**src/rtl/multdiv_sequencer.sv**
```systemverilog
// multdiv_sequencer: control FSM for the iterative multiply/divide unit.
// Sequences operand load, per-cycle datapath steps driven by the shared
// step counter, divide-by-zero early exit and the result_ready pulse.
// Optional build macro MULTDIV_SEQ_ABORT_EN adds an abort input that
// cancels an operation in LOAD or RUN.
//
//   state | meaning
//   ------+-----------------------------------------------------------
//   IDLE  | waiting for ctrl_mult / ctrl_div
//   LOAD  | load operands, clear step counter, check divisor == 0
//   RUN   | one datapath step per cycle until the last step count
//   DONE  | result_ready pulse; a new start may be accepted here
module multdiv_sequencer #(
  parameter int CNT_W      = 6,
  parameter int MULT_STEPS = 16,
  parameter int DIV_STEPS  = 32
) (
  input  logic             clock,
  input  logic             reset,
  input  logic             ctrl_mult,
  input  logic             ctrl_div,
  input  logic             div_zero,
  input  logic [CNT_W-1:0] count_in,
`ifdef MULTDIV_SEQ_ABORT_EN
  input  logic             abort,
`endif
  output logic             cnt_en,
  output logic             cnt_clr,
  output logic             load,
  output logic             step_en,
  output logic             op_is_div,
  output logic             busy,
  output logic             result_ready,
  output logic             exception
);

  // Last-step compare values; N = 2^CNT_W truncates to all-ones.
  localparam logic [CNT_W-1:0] MULT_LAST = CNT_W'(MULT_STEPS - 1);
  localparam logic [CNT_W-1:0] DIV_LAST  = CNT_W'(DIV_STEPS - 1);

  typedef enum logic [1:0] {IDLE, LOAD, RUN, DONE} state_t;

  state_t state_q, state_d;
  logic   op_is_div_q, op_is_div_d;
  logic   exc_q, exc_d;
  logic   abort_req;
  logic   last_step;

`ifdef MULTDIV_SEQ_ABORT_EN
  assign abort_req = abort;
`else
  assign abort_req = 1'b0;
`endif

  assign last_step = (count_in == (op_is_div_q ? DIV_LAST : MULT_LAST));

  // Reset forces the held flags low even before the registers clear.
  assign op_is_div = op_is_div_q & ~reset;
  assign exception = exc_q & ~reset;

  // State and operation/exception registers with synchronous reset.
  always_ff @(posedge clock) begin
    if (reset) begin
      state_q     <= IDLE;
      op_is_div_q <= 1'b0;
      exc_q       <= 1'b0;
    end else begin
      state_q     <= state_d;
      op_is_div_q <= op_is_div_d;
      exc_q       <= exc_d;
    end
  end

  // Next-state and strobe decode; reset overrides strobes and clears the counter.
  always_comb begin
    state_d      = state_q;
    op_is_div_d  = op_is_div_q;
    exc_d        = exc_q;
    cnt_en       = 1'b0;
    cnt_clr      = 1'b0;
    load         = 1'b0;
    step_en      = 1'b0;
    busy         = 1'b0;
    result_ready = 1'b0;

    case (state_q)
      IDLE, DONE: begin
        result_ready = (state_q == DONE);
        if (ctrl_mult || ctrl_div) begin
          state_d     = LOAD;
          op_is_div_d = ctrl_div & ~ctrl_mult;
        end else begin
          state_d = IDLE;
        end
      end
      LOAD: begin
        load    = 1'b1;
        cnt_clr = 1'b1;
        busy    = 1'b1;
        if (abort_req) begin
          state_d = IDLE;
          exc_d   = 1'b0;
        end else if (op_is_div_q && div_zero) begin
          state_d = DONE;
          exc_d   = 1'b1;
        end else begin
          state_d = RUN;
          exc_d   = 1'b0;
        end
      end
      RUN: begin
        busy = 1'b1;
        if (abort_req) begin
          // Cancelled step: clear the counter instead of advancing it.
          cnt_clr = 1'b1;
          state_d = IDLE;
          exc_d   = 1'b0;
        end else begin
          step_en = 1'b1;
          cnt_en  = 1'b1;
          if (last_step) state_d = DONE;
        end
      end
      default: state_d = IDLE;
    endcase

    if (reset) begin
      cnt_en       = 1'b0;
      load         = 1'b0;
      step_en      = 1'b0;
      busy         = 1'b0;
      result_ready = 1'b0;
      cnt_clr      = 1'b1;
    end
  end

endmodule

```
**config.mk**
```make
export PLATFORM = sky130hd
export DESIGN_NAME = multdiv_sequencer
export DESIGN_NICKNAME = d
export VERILOG_FILES = /design/src/rtl/multdiv_sequencer.sv
export SDC_FILE = /design/constraint.sdc
export NUM_CORES = 1
export LEC_CHECK = 0
export CORE_AREA = 2 2 39 41
export DETAILED_ROUTE_END_ITERATION = 10
export DIE_AREA = 0 0 41 43
export PLACE_DENSITY = 0.64
export SYNTH_ARGS = -nofsm -noshare
export SYNTH_HDL_FRONTEND = slang
export SYNTH_SLANG_ARGS = --single-unit
```
**constraint.sdc**
```tcl
create_clock -name clock -period 1.86 [get_ports clock]
set_clock_uncertainty 0.1 [all_clocks]
set_input_delay 0.372 -clock clock [delete_from_list [all_inputs] [get_ports clock]]
set_output_delay 0.372 -clock clock [all_outputs]
set_load 0.02 [all_outputs]
```
==> impl_metrics.json <==
{
  "yosysTopAreaCell": "dfxtp_1",
  "status": "completed",
  "ys_ff_latch": 4,
  "antennaDiodeCount": 0,
  "cp.arrival_ns": 1.30,
  "netlist_top_cells_area": "dfxtp_1 (27%), ha_1 (17%), nor2b_1 (8.3%)",
  "slew_violations": 0,
  "antenna_found_initial": 0,
  "wl_um": 677,
  "nets": 76,
  "fin_tns_setup_ns": 0,
  "antenna_left": 0,
  "initial_core_util_pct": 21.79,
  "maxCapViolCount": 0,
  "seq_area_frac_synth_pct": 26.56,
  "clk_latency_ns": 0.23,
  "syn-cell-area_um2": 301.5,
  "via_per_inst": 4.120,
  "max_freq_mhz": 564.7,
  "required_ns": 1.39,
  "relSlewSlack_pct": 82.33,
  "final_cell_mix": "clkdlybuf4s50_1 (10), buf_4 (6)",
  "clkSinkCount": 4,
  "cp-startpoint": "reset",
  "ys_warn_count": 0,
  "dr.pass1.iters": 2,
  "wire_per_inst_um": 9.027,
  "row_count": 14,
  "grt_pass1_wl_mm": 1.110,
  "finalCritPeriodShare_pct": 95.20,
  "grt_pass1_vias": 284,
  "critical_path_class": "in2out",
  "critical_path.max_fanout": 12,
  "grt_max_degree": 13,
  "finalSetupViolations": 0,
  "mostFrequentLayoutCell": "clkdlybuf4s50_1",
  "dp_hpwl_um": 568.5,
  "end_kind": "primary output",
  "drive_gt1_share_pct": 32.20,
  "top_layer_used": "met3",
  "core_area_um2": 1384,
  "final-instance-count-excl-fill": 75,
  "holdCritPathClass": "reg2reg",
  "powerDensity_nw_per_um2": 1248,
  "min_from": "exc_q",
  "track_usage_pct": 9.629,
  "place_congestion": 0.6891,
  "place_inst": 72,
  "cts_tree": "built",
  "die_area_um2": 1763,
  "drc": 0,
  "max-vdd-ir-drop_mv": 0.8441,
  "power_uw": 646.6,
  "root_buffer": "clkbuf_4",
  "met1Wirelength_um": 294,
  "mappedNetlistNets": 49,
  "syn_to_final_growth_pct": 71.78,
  "cts_buffers": 3,
  "finalCriticalPeriod_ns": 1.771,
  "wl_met2_um": 317,
  "die_h_um": 43,
  "syn_inst": 34,
  "portBuffers": 18,
  "die_x_um": 41,
  "vias": 309,
  "worst_pin_slew_ns": 0.2635,
  "r2r-start": "state_q[0]",
  "drt_first_iter_violations": 2,
  "post-synth-top-area-fraction_pct": 26.56,
  "syn_area_per_cell_um2": 8.869,
  "rsz0062_at_grt": "no",
  "cts.clk_slew.worst_paths_ns": 0.03,
  "synth_cell_types": 20,
  "overflow": 0,
  "dr_wl_met3_um": 66,
  "power_leakage_uw": 0.0002441,
  "hold_viol": 0,
  "cp-start-kind": "primary input",
  "htreeDepth": 1,
  "clk_path_buf_depth": 2,
  "io_pins": 19
}
==> routing by layer <==
metal	vias to the layer above	global-route usage [%]
met5	-	0
met4	0	2.000
met3	0	7.853
met2	10	12.19
met1	133	12.50
li1	166	-
==> state kept, by name, indices dropped and copies added, names as in the netlist <==
signal,count
state_q,2
op_is_div_q,1
exc_q,1
==> synthesized netlist by cell type (all sizes together) <==
cell	n
a311oi	1
nor2	3
nand4	1
o31ai	1
dfxtp	4
mux2	1
a211o	1
xor2	1
nand2b	2
mux2i	1
nand3	1
inv	2
buf	1
a211oi	1
a21oi	2
ha	4
or2	1
clkbuf	1
nor2b	5
==> cell families after synthesis <==
family          Yosys count  share of synthesized area (%)
buf+inv                   4                          6.225
flops                     4                          26.56
mux                       2                          7.054
fa+ha+maj                 4                          16.60
simple gates             13                          24.90
xor+xnor                  1                          2.905
compound gates            6                          15.77
==> critical path, stage by stage <==
cell and delay [ns]:
clkdlybuf4s50_1 0.39, buf_4 0.17, or2_1 0.20, buf_2 0.16
==> report_power, final <==
group / internal [uW] / switching [uW] / total, uW
Combinational: 210 / 192 / 403
Sequential: 117 / 23.0 / 140
Clock: 72.0 / 32.4 / 104
==> repair_timing <==
item | in CTS | in global routing
gates resized for setup | 17 | 11
setup endpoints to repair | 8 | 7
buffers inserted | 0 | 0
hold endpoints to repair | 0 | 0
hold buffers | 0 | 0
==> stage by stage <==
step	worst slack (ns)	hold WS [ns]	area, um^2	utilization [%]
3_5_place_dp	-0.3325	0.3558	535.5	38.70
4_1_cts	0.0002542	0.3629	551.8	39.87
5_1_grt	0.02788	0.4187	518.0	37.43
6_report	0.08921	0.3634	518.0	37.43
2_1_floorplan	0.2219	0.3450	301.5	-
3_3_place_gp	-0.3266	0.3530	535.5	38.70
==> layout make-up <==
cell class                      count  area [um^2]
Fill cell                         158        865.8
Multi-Input combinational cell     26        202.7
Timing Repair Buffer               24        185.2
Sequential cell                     4        80.08
Clock buffer                        3        22.52
Tap cell                           16        20.02
Inverter                            2        7.507
==> final timing paths <==
kind                     end  slack, ns  depth (start not counted)
setup / recovery     cnt_clr       0.09                          4
hold / removal         exc_q       0.36                          2
setup reg to reg  state_q[0]       0.44                          6
hold reg to reg        exc_q       0.36                          2
Note: power is estimated with default switching activity, not from simulation.
